`src/rtl/cpu_bus_pkg.sv`:
```
// Shared CPU data-bus definitions: I/O addresses, status bit positions and UART FSM states.
package cpu_bus_pkg;

  localparam logic [7:0] ADDR_UART_DATA = 8'h01;
  localparam logic [7:0] ADDR_UART_STAT = 8'h02;
  localparam logic [7:0] ADDR_RAM_BASE  = 8'h20;

  localparam int unsigned STAT_RX_VALID = 0;
  localparam int unsigned STAT_TX_FULL  = 1;
  localparam int unsigned STAT_TX_IDLE  = 2;
  localparam int unsigned STAT_RX_OVR   = 3;
  localparam int unsigned STAT_TX_OVF   = 4;
  localparam int unsigned STAT_RX_FERR  = 5;

  typedef enum logic [1:0] {IDLE, START, DATA, STOP} uart_state_t;

endpackage

```
`src/rtl/uart_tx_ser.sv`:
```
// 8N1 UART serializer; pulls bytes from a valid/ready source, LSB first.
module uart_tx_ser
  import cpu_bus_pkg::*;
#(
  parameter int unsigned CLKS_PER_BIT = 434
) (
  input  logic       clk_i,
  input  logic       rst_i,
  input  logic       valid_i,
  input  logic [7:0] data_i,
  output logic       ready_o,
  output logic       tx_o,
  output logic       idle_o
);

  localparam int unsigned CW = $clog2(CLKS_PER_BIT);
  localparam logic [CW-1:0] BaudMax = CW'(CLKS_PER_BIT - 1);

  uart_state_t   state_q, state_d;
  logic [CW-1:0] baud_q, baud_d;
  logic [2:0]    bit_q, bit_d;
  logic [7:0]    shift_q, shift_d;
  logic          bit_end;

  assign bit_end = (baud_q == BaudMax);
  assign idle_o  = (state_q == IDLE);

  always_comb begin
    state_d = state_q;
    baud_d  = baud_q;
    bit_d   = bit_q;
    shift_d = shift_q;
    ready_o = 1'b0;
    tx_o    = 1'b1;
    unique case (state_q)
      IDLE: begin
        ready_o = 1'b1;
        if (valid_i) begin
          state_d = START;
          baud_d  = '0;
          shift_d = data_i;
        end
      end
      START: begin
        tx_o   = 1'b0;
        baud_d = baud_q + 1'b1;
        if (bit_end) begin
          baud_d  = '0;
          bit_d   = '0;
          state_d = DATA;
        end
      end
      DATA: begin
        tx_o   = shift_q[0];
        baud_d = baud_q + 1'b1;
        if (bit_end) begin
          baud_d  = '0;
          shift_d = {1'b0, shift_q[7:1]};
          bit_d   = bit_q + 1'b1;
          if (bit_q == 3'd7) state_d = STOP;
        end
      end
      STOP: begin
        baud_d = baud_q + 1'b1;
        if (bit_end) begin
          // Accept the next byte here so consecutive frames run with no idle gap.
          baud_d  = '0;
          ready_o = 1'b1;
          if (valid_i) begin
            state_d = START;
            shift_d = data_i;
          end else begin
            state_d = IDLE;
          end
        end
      end
      default: state_d = IDLE;
    endcase
  end

  always_ff @(posedge clk_i or posedge rst_i) begin
    if (rst_i) begin
      state_q <= IDLE;
      baud_q  <= '0;
      bit_q   <= '0;
      shift_q <= '0;
    end else begin
      state_q <= state_d;
      baud_q  <= baud_d;
      bit_q   <= bit_d;
      shift_q <= shift_d;
    end
  end

endmodule

```
`src/rtl/mem_io_responder.sv`:
```
// CPU data-port responder: 224-byte RAM at 20h-ffh, UART data (01h) and status (02h) registers.
// Define UART_LOOPBACK_EN to feed the RX deserializer from the internal TX line.
module mem_io_responder
  import cpu_bus_pkg::*;
#(
  parameter int unsigned CLKS_PER_BIT  = 434,
  parameter int unsigned TX_FIFO_DEPTH = 8
) (
  input  logic       clk,
  input  logic       rst,
  input  logic [7:0] mem_addr,
  input  logic       mem_wr,
  input  logic [7:0] wr_data,
  output logic [7:0] rd_data,
  input  logic       uart_rx,
  output logic       uart_tx
);

  localparam int unsigned AW       = $clog2(TX_FIFO_DEPTH);
  localparam int unsigned CW       = $clog2(CLKS_PER_BIT);
  localparam int unsigned RamWords = 224;
  localparam logic [CW-1:0] BaudMax  = CW'(CLKS_PER_BIT - 1);
  localparam logic [CW-1:0] BaudHalf = CW'(CLKS_PER_BIT / 2 - 1);

  // Address decode
  logic       wr_uart, wr_stat, wr_ram, is_ram;
  logic [7:0] ram_idx;
  assign is_ram  = (mem_addr >= ADDR_RAM_BASE);
  assign ram_idx = mem_addr - ADDR_RAM_BASE;
  assign wr_uart = mem_wr && (mem_addr == ADDR_UART_DATA);
  assign wr_stat = mem_wr && (mem_addr == ADDR_UART_STAT);
  assign wr_ram  = mem_wr && is_ram;

  logic [7:0] ram_q [RamWords];
  always_ff @(posedge clk) begin
    if (wr_ram) ram_q[ram_idx] <= wr_data;
  end

  // TX FIFO with one extra pointer bit to tell full from empty
  logic [7:0]  fifo_q [TX_FIFO_DEPTH];
  logic [AW:0] wptr_q, rptr_q;
  logic        fifo_empty, fifo_full, fifo_push, fifo_pop, ser_ready, ser_idle;

  assign fifo_empty = (wptr_q == rptr_q);
  assign fifo_full  = (wptr_q[AW] != rptr_q[AW]) && (wptr_q[AW-1:0] == rptr_q[AW-1:0]);
  assign fifo_pop   = !fifo_empty && ser_ready;
  assign fifo_push  = wr_uart && (!fifo_full || fifo_pop);

  always_ff @(posedge clk) begin
    if (fifo_push) fifo_q[wptr_q[AW-1:0]] <= wr_data;
  end

  uart_tx_ser #(
    .CLKS_PER_BIT(CLKS_PER_BIT)
  ) u_tx_ser (
    .clk_i  (clk),
    .rst_i  (rst),
    .valid_i(!fifo_empty),
    .data_i (fifo_q[rptr_q[AW-1:0]]),
    .ready_o(ser_ready),
    .tx_o   (uart_tx),
    .idle_o (ser_idle)
  );

  // RX line source
  logic rx_src;
`ifdef UART_LOOPBACK_EN
  logic unused_rx_pin;
  assign rx_src        = uart_tx;
  assign unused_rx_pin = uart_rx;
`else
  assign rx_src = uart_rx;
`endif

  logic          rx_s1_q, rx_s2_q, rx_prev_q;
  uart_state_t   rx_state_q, rx_state_d;
  logic [CW-1:0] rx_baud_q, rx_baud_d;
  logic [2:0]    rx_bit_q, rx_bit_d;
  logic [7:0]    rx_shift_q, rx_shift_d;
  logic          rx_good, rx_bad;

  always_comb begin
    rx_state_d = rx_state_q;
    rx_baud_d  = rx_baud_q;
    rx_bit_d   = rx_bit_q;
    rx_shift_d = rx_shift_q;
    rx_good    = 1'b0;
    rx_bad     = 1'b0;
    unique case (rx_state_q)
      IDLE: begin
        if (rx_prev_q && !rx_s2_q) begin
          rx_state_d = START;
          rx_baud_d  = '0;
        end
      end
      START: begin
        rx_baud_d = rx_baud_q + 1'b1;
        if (rx_baud_q == BaudHalf) begin
          rx_baud_d  = '0;
          rx_bit_d   = '0;
          rx_state_d = rx_s2_q ? IDLE : DATA;
        end
      end
      DATA: begin
        rx_baud_d = rx_baud_q + 1'b1;
        if (rx_baud_q == BaudMax) begin
          rx_baud_d  = '0;
          rx_shift_d = {rx_s2_q, rx_shift_q[7:1]};
          rx_bit_d   = rx_bit_q + 1'b1;
          if (rx_bit_q == 3'd7) rx_state_d = STOP;
        end
      end
      STOP: begin
        rx_baud_d = rx_baud_q + 1'b1;
        if (rx_baud_q == BaudMax) begin
          rx_baud_d  = '0;
          rx_state_d = IDLE;
          rx_good    = rx_s2_q;
          rx_bad     = !rx_s2_q;
        end
      end
      default: rx_state_d = IDLE;
    endcase
  end

  // Status: W1C clears apply before new events, so a completing frame can reload rx_valid
  logic       rx_valid_q, rx_valid_d, rx_ovr_q, rx_ovr_d;
  logic       tx_ovf_q, tx_ovf_d, rx_ferr_q, rx_ferr_d;
  logic [7:0] rx_hold_q, rx_hold_d, clr, status, rd_data_d;

  always_comb begin
    clr        = wr_stat ? wr_data : 8'h00;
    rx_valid_d = rx_valid_q && !clr[STAT_RX_VALID];
    rx_ovr_d   = rx_ovr_q && !clr[STAT_RX_OVR];
    tx_ovf_d   = tx_ovf_q && !clr[STAT_TX_OVF];
    rx_ferr_d  = rx_ferr_q && !clr[STAT_RX_FERR];
    rx_hold_d  = rx_hold_q;
    if (rx_good) begin
      if (rx_valid_d) begin
        rx_ovr_d = 1'b1;
      end else begin
        rx_hold_d  = rx_shift_q;
        rx_valid_d = 1'b1;
      end
    end
    if (rx_bad) rx_ferr_d = 1'b1;
    if (wr_uart && fifo_full && !fifo_pop) tx_ovf_d = 1'b1;
  end

  always_comb begin
    status                = 8'h00;
    status[STAT_RX_VALID] = rx_valid_q;
    status[STAT_TX_FULL]  = fifo_full;
    status[STAT_TX_IDLE]  = fifo_empty && ser_idle;
    status[STAT_RX_OVR]   = rx_ovr_q;
    status[STAT_TX_OVF]   = tx_ovf_q;
    status[STAT_RX_FERR]  = rx_ferr_q;
    rd_data_d             = 8'h00;
    if (is_ram) rd_data_d = ram_q[ram_idx];
    else if (mem_addr == ADDR_UART_DATA) rd_data_d = rx_hold_q;
    else if (mem_addr == ADDR_UART_STAT) rd_data_d = status;
  end

  always_ff @(posedge clk or posedge rst) begin
    if (rst) begin
      rd_data    <= 8'h00;
      wptr_q     <= '0;
      rptr_q     <= '0;
      rx_s1_q    <= 1'b1;
      rx_s2_q    <= 1'b1;
      rx_prev_q  <= 1'b1;
      rx_state_q <= IDLE;
      rx_baud_q  <= '0;
      rx_bit_q   <= '0;
      rx_shift_q <= '0;
      rx_valid_q <= 1'b0;
      rx_ovr_q   <= 1'b0;
      tx_ovf_q   <= 1'b0;
      rx_ferr_q  <= 1'b0;
      rx_hold_q  <= 8'h00;
    end else begin
      rd_data    <= rd_data_d;
      if (fifo_push) wptr_q <= wptr_q + 1'b1;
      if (fifo_pop) rptr_q <= rptr_q + 1'b1;
      rx_s1_q    <= rx_src;
      rx_s2_q    <= rx_s1_q;
      rx_prev_q  <= rx_s2_q;
      rx_state_q <= rx_state_d;
      rx_baud_q  <= rx_baud_d;
      rx_bit_q   <= rx_bit_d;
      rx_shift_q <= rx_shift_d;
      rx_valid_q <= rx_valid_d;
      rx_ovr_q   <= rx_ovr_d;
      tx_ovf_q   <= tx_ovf_d;
      rx_ferr_q  <= rx_ferr_d;
      rx_hold_q  <= rx_hold_d;
    end
  end

endmodule

```
`config.mk`:
```
export PLATFORM = sky130hd
export DESIGN_NAME = mem_io_responder
export DESIGN_NICKNAME = d
export VERILOG_FILES = /design/src/rtl/cpu_bus_pkg.sv /design/src/rtl/uart_tx_ser.sv /design/src/rtl/mem_io_responder.sv
export SDC_FILE = /design/constraint.sdc
export NUM_CORES = 2
export LEC_CHECK = 0
export BUFFER_PORTS_ARGS = -buffer_cell sky130_fd_sc_hd__buf_2
export CELL_PAD_IN_SITES_DETAIL_PLACEMENT = 1
export CELL_PAD_IN_SITES_GLOBAL_PLACEMENT = 1
export CORE_MARGIN = 1
export CORE_UTILIZATION = 53
export DETAILED_ROUTE_END_ITERATION = 8
export GPL_TIMING_DRIVEN = 0
export PLACE_DENSITY_LB_ADDON = 0.1
export SLEW_MARGIN = 20
export SYNTH_ARGS = -nofsm -noshare
export SYNTH_HDL_FRONTEND = slang
export SYNTH_SLANG_ARGS = --single-unit
```
`constraint.sdc`:
```
create_clock -name clk -period 3.2 [get_ports clk]
set_input_delay 0.64 -clock clk [delete_from_list [all_inputs] [get_ports clk]]
set_output_delay 0.64 -clock clk [all_outputs]
set_load 0.02 [all_outputs]
```
Word-level counts from Yosys, hierarchy flattened
Memory sizes are Yosys's and may differ from the RTL's.
Index checks and enable logic that the tools add are counted.

word-level totals
  bits in registers = 75
  memory bits (writable) = 1856
  bits of input ports = 20
  output and inout port bits = 9
  logic and storage cells = 144
  memories = 2

operators by class
  add/subtract/negate cells = 7
  magnitude comparators = 1
  equal/unequal tests = 26
  multiplexer cells = 51
  bitwise operators = 1
  reduce and logical (&&, ||, !) cells = 37

memory list
  memory  depth  bits a word  read ports  clocked after Yosys merged registers in  wr ports  RTL line                source
  ram_q   224    8            1           0                                        1         mem_io_responder.sv:34  logic [7:0] ram_q [RamWords];
  fifo_q  8      8            1           0                                        1         mem_io_responder.sv:40  logic [7:0] fifo_q [TX_FIFO_DEPTH];

operators with widths
  kind                                                                                  count
  9-bit two-way mux                                                                     5
  8-bit two-way mux                                                                     5
  9-bit one-hot mux with 3 select lines                                                 1
  8-bit one-hot mux with 3 select lines                                                 1
  2-bit two-way mux                                                                     11
  9-bit by 1-bit adder with 9-bit output (second input constant)                        2
  9-bit equality test (second input constant)                                           2
  9-bit one-hot mux with 2 select lines                                                 1
  2-bit one-hot mux with 4 select lines                                                 2
  1-bit two-way mux                                                                     15
  1-bit logical AND                                                                     14
  3-bit two-way mux                                                                     4
  6-bit two-way mux                                                                     2
  2-bit != test (second input constant)                                                 6
  3-bit one-hot mux with 2 select lines                                                 2
  5-bit AND reduction                                                                   2
  9-bit by 8-bit equality test with 1-bit output (second input constant)                1
  3-bit AND reduction                                                                   3
  4-bit by 1-bit adder with 4-bit output (second input constant)                        2
  2-bit equality test (second input constant)                                           4
  8-bit by 1-bit equality test with 1-bit output (second input constant)                1
  8-bit by 2-bit equality test with 1-bit output (second input constant)                1
  8-bit by 6-bit greater-or-equal comparator with 1-bit output (second input constant)  1
  1-bit logical NOT                                                                     8
  17 further kinds                                                                      27

Logic depth before layout (Yosys ltp)
  word-level depth = 8
  mapped depth = 12
  depth with buffers taken out = 9

Cells and area by module
From an unflattened synthesis, not the netlist that was laid out.

second synthesis, totals
  cell total of the unflattened synthesis = 3860
  area, all modules = 76256.9 µm²

by module, submodules not included
  module            times used  cells each  area each (µm²)  seq. area each (µm²)
  mem_io_responder  1           3735        74943.1          57063.5
  uart_tx_ser       1           125         1313.8           550.5

Least setup slack after synthesis
No wires, ideal clock.

  path type = input to register
  start = input mem_addr[5]
  end = memory ram_q[179][0] (enable)
  setup time = 0.370 ns
  data arrival time = 2.891 ns
  required time = 2.830 ns
  path slack = -0.061 ns
  cell stages on the path = 10
  buffers on the path = 5
  cells stage by stage = buf_2 inv_1 ha_1 xor2_1 buf_2 buf_1 clkbuf_1 nand3_1 clkbuf_1 nor2_1

on the way
  longest elaborated chain between the ends = 4
  elaborated cells between the ends (all ways) = 5
  those cells by class = 1 x add/sub; 1 x order compare; 2 x mux; 1 x reduce/logical

RTL lines
  element                                                       RTL line                source
  from (decl)                                                   mem_io_responder.sv:11  input logic [7:0] mem_addr,
  8-bit by 6-bit greater-or-equal comparator with 1-bit output  mem_io_responder.sv:28  assign is_ram = (mem_addr >= ADDR_RAM_BASE);
  1-bit logical AND                                             mem_io_responder.sv:32  assign wr_ram = mem_wr && is_ram;
  1-bit two-way mux                                             mem_io_responder.sv:36  if (wr_ram) ram_q[ram_idx] <= wr_data;
  1-bit two-way mux (implied by the code)                       mem_io_responder.sv:36
  to (decl)                                                     mem_io_responder.sv:34

Several ways; a longest one is shown, not always the timed one.

Worst setup path in the final report
  start = input mem_addr[1]
  end = register rd_data[4]

on the way
  longest elaborated chain between the ends = 4
  elaborated cells between the ends (all ways) = 8
  those cells by class = 1 x add/sub; 1 x order compare; 2 x eq/ne; 3 x mux; 1 x memory

RTL lines
  element                                                                              RTL line                 source
  branches (longest 3 deep; another with 8-bit by 6-bit subtractor with 8-bit output)  n/a
  8-bit two-way mux (*)                                                                mem_io_responder.sv:159  if (is_ram) rd_data_d = ram_q[ram_idx];
  named net rd_data_d[4]                                                               mem_io_responder.sv:129  logic [7:0] rx_hold_q, rx_hold_d, clr, status, rd_data_d;
  to (signal assigned)                                                                 mem_io_responder.sv:182  rd_data <= rd_data_d;
  to (decl)                                                                            mem_io_responder.sv:14   output logic [7:0] rd_data,

Mark *: on every way through the listed nets, which the timed path passes.
A chain may end at the register's enable or synchronous reset.

==> impl_metrics.env <==
export IMPL_p_int_mw=42.5
export IMPL_row_count=138
export IMPL_min_period_over_period_pct=110
export IMPL_end_kind="register"
export IMPL_drt_iter0_drc=7724
export IMPL_ys_types=79
export IMPL_setup_ws_ns=-0.309
export IMPL_synth_main_ff_cell="edfxtp_1"
export IMPL_synth_nets=3847
export IMPL_p_sw_share_pct=24.7
export IMPL_clkPwrFrac_pct=41.1
export IMPL_r2r_end="rd_data[4]"
export IMPL_violations="setup timing"
export IMPL_gr_total_overflow=0
export IMPL_fin_crit_ns=3.51
export IMPL_worstMarginPinSlew_ns=1.19
export IMPL_finalMaxSlewViolations=0
export IMPL_die_h_um=381
export IMPL_yosys_warnings=0
export IMPL_clockRootBuffer="clkbuf_16"
export IMPL_whs_endpoint="ram_q[120][0]"
export IMPL_grt_pass1_wl_um=375000
export IMPL_required_ns=3.86
export IMPL_cp_max_fo=10
export IMPL_finish_utilization_pct=63.1
export IMPL_grt_antenna_before_repair=15
export IMPL_p_comb_share_pct=9.1
export IMPL_h_tree_depth=4
export IMPL_clockBufferDepth=3
export IMPL_path_delay_family="compound AO/OA/AOI/OAI gates"
export IMPL_power_leakage_nw=28.6
export IMPL_finClkSkew_ns=0.0293
export IMPL_postSynthAreaPerCell_um2=20.0
export IMPL_crit_chain="buf_2 > buf_6 > buf_12 > mux4_2 > a22o_1 > a222oi_1 > nand4_1 > nor4_4 > a31oi_4"
export IMPL_antenna_left=0
export IMPL_clock_sinks=1931
export IMPL_io_pins=29
export IMPL_hold_violations=0
export IMPL_holdWs_ns=0.108
export IMPL_ys_seq_area_share_pct=75.7
export IMPL_core_um2=142000
export IMPL_maxCapViolations=0
export IMPL_vias=44100
export IMPL_dp_final_hpwl_um=182000
export IMPL_drc=0
export IMPL_finalWirelength_um=282000
export IMPL_drt_wirelength_per_cell_um=45.6
export IMPL_clk_latency_ns=0.86
export IMPL_reg2reg_from="ram_q[139][4]"
export IMPL_netlist_area_um2=76100
export IMPL_status="complete, but fails checks"
export IMPL_tns_ns=-12.25
export IMPL_power_density_nw_per_um2=631
export IMPL_drive_above_1_share_pct=31.1
export IMPL_clk_pin_slew_worst_paths_ns=0.06
export IMPL_max_freq_ghz=0.285
export IMPL_reg2reg_depth=6
export IMPL_synth_edf_count=1856
export IMPL_area_growth_pct=17.7
export IMPL_crit_path_start_kind="input pin"
export IMPL_slowest_delay_ns=0.89
export IMPL_slowest_stage="a222oi_1"
export IMPL_dieArea_um2=145000
export IMPL_finalSetupViolCount=359
export IMPL_place_gp_congestion=0.998
export IMPL_pwr_share_seq_pct=49.7
export IMPL_tritoncts="done"
export IMPL_nets=4169
export IMPL_synthArstFlopShare_pct=3.88
export IMPL_switching_power_mw=13.9
export IMPL_rsz0062_at_grt="true"
export IMPL_critPathBufInv=3
export IMPL_post_place_ws_ns=-3.10
export IMPL_hold_class="in2reg"
export IMPL_final_cell_area_um2=89500
export IMPL_ys_ff_latch=1931
export IMPL_slew_headroom_pct=20.4
export IMPL_cts_buffers=194
export IMPL_grt_pass1_vias=43100
export IMPL_grtUsageTotal_pct=39.0
export IMPL_via_per_inst=7.12
export IMPL_hold_path_startpoint="wr_data[0]"
export IMPL_r2r_slack_ns=-0.26
export IMPL_arrival_ns=4.17
export IMPL_floorplan_initialDensity_pct=53.6
export IMPL_dpl_instance_area_um2=79700
export IMPL_worstSetupPathType="in2reg"
export IMPL_numPortBuffers=25
export IMPL_synth_cells=3809
export IMPL_dr_pass1_iters=6
export IMPL_grt_max_degree=129
export IMPL_die_x_um=381
export IMPL_hold_depth=1
export IMPL_ir_worst_vdd_mv=0.591
==> stage by stage <==
| step | cells | power, mW |
|---|---|---|
| final | 6191 | 56.5 |
| after global routing | 6186 | 57.3 |
| after CTS | 6155 | 56.2 |
| after detailed placement | 5763 | 33.3 |
| after global placement | 5724 | 33.2 |
| after floorplan | 3809 | 30.9 |
==> logic make-up (layout without fill, tap and decap cells) <==
logic type	Yosys count	in the layout	synth area share [%]
multiplexers	617	617	15.1
AND/OR/NAND/NOR	598	598	3.39
adder cells (fa/ha/maj)	18	18	0.296
XOR/XNOR	14	14	0.161
other	0	5	0
flip-flops	1931	1931	75.7
AO/OA/AOI/OAI	383	383	3.43
buffers and inverters	248	735	1.93
==> power by group through the flow <==
stage | clock network, mW | logic (mW) | registers, mW
after floorplan | 0 | 2.33 | 28.6
after global placement | 0 | 4.47 | 28.7
after detailed placement | 0 | 4.67 | 28.6
after CTS | 23.1 | 4.93 | 28.1
after global routing | 23.9 | 5.25 | 28.1
final | 23.2 | 5.15 | 28.1
==> cells in the final DEF, fill, tap and decap left out, types with 25 or more instances in the layout <==
| cell type | n |
|---|---|
| edfxtp_1 | 1856 |
| mux4_2 | 418 |
| clkbuf_16 | 195 |
| nor2_4 | 188 |
| mux2i_1 | 157 |
| nand2_1 | 144 |
| dfrtp_1 | 72 |
| o21ai_0 | 69 |
| clkbuf_1 | 61 |
| buf_4 | 60 |
| a21oi_1 | 57 |
| clkinv_1 | 56 |
| buf_6 | 52 |
| a22oi_1 | 52 |
| buf_12 | 51 |
| nor2_1 | 50 |
| nand3_1 | 47 |
| clkbuf_2 | 45 |
| nor2_2 | 44 |
| o22ai_1 | 39 |
| buf_16 | 36 |
| buf_2 | 31 |
| clkinv_2 | 28 |
| a221oi_1 | 27 |
| clkbuf_4 | 25 |
==> synth_stat cells (all sizes together), types with 23 or more instances <==
cell / count / area, µm²
buf: 126 / 1010
o21ai: 79 / 395
edfxtp: 1856 / 55700
mux2: 37 / 417
nor3: 32 / 160
nand3: 49 / 245
a21oi: 61 / 309
nor2: 282 / 1060
mux4: 418 / 9410
mux2i: 162 / 1620
o22ai: 40 / 250
a22o: 23 / 201
clkbuf: 102 / 383
dfrtp: 72 / 1800
nand2: 163 / 612
a221oi: 28 / 245
a22oi: 52 / 390
==> registers in the layout, summed over array words and instances, names as in the netlist, 2 cells and up, named ones only <==
register          cells
ram_q              1792
fifo_q               64
rx_baud_q             9
u_tx_ser.baud_q       9
rd_data               8
rx_hold_q             8
rx_shift_q            8
u_tx_ser.shift_q      8
rptr_q                4
wptr_q                4
rx_bit_q              3
u_tx_ser.bit_q        3
u_tx_ser.state_q      2
==> metal layers <==
| layer | vias to the layer above | share of wire, % | global-route usage (%) |
|---|---|---|---|
| met4 | 10 | 7.0 | 22.6 |
| met3 | 773 | 15 | 15.1 |
| met2 | 3779 | 42 | 54.6 |
| li1 | 16400 | - | - |
| met5 | - | 0.067 | 0.694 |
| met1 | 23200 | 36 | 52.1 |
==> how the worst max path moves through the flow <==
stage | startpoint | end | cells past startpoint
floorplan | mem_addr[5] | ram_q[179][0] | 10
global placement | mem_addr[2] | ram_q[6][7] | 8
detailed placement | mem_addr[1] | ram_q[115][1] | 11
CTS | mem_addr[4] | rd_data[0] | 10
global route | ram_q[139][4] | rd_data[4] | 6
finish | mem_addr[1] | rd_data[4] | 9
==> layout make-up <==
cell class                 instances  area, µm²
sequential                      1931      57600
fill                           11600      52400
multi-input combinational       1630      18900
clock buffer                     234       5000
tap                             1890       2360
buffer                           225       2170
timing repair buffer             129       1990
clock inverter                   127       1360
inverter                          20       87.6
antenna                            5       12.5
==> timing repair <==
item | in CTS | in global routing
gates resized for setup | 664 | 105
hold buffers | 2 | 0
setup endpoints to repair | 1857 | 1181
pin swaps | 25 | 20
hold endpoints to repair | 32 | 0
buffers inserted | 32 | 31
No activity file was read; power rests on OpenSTA's default activity.
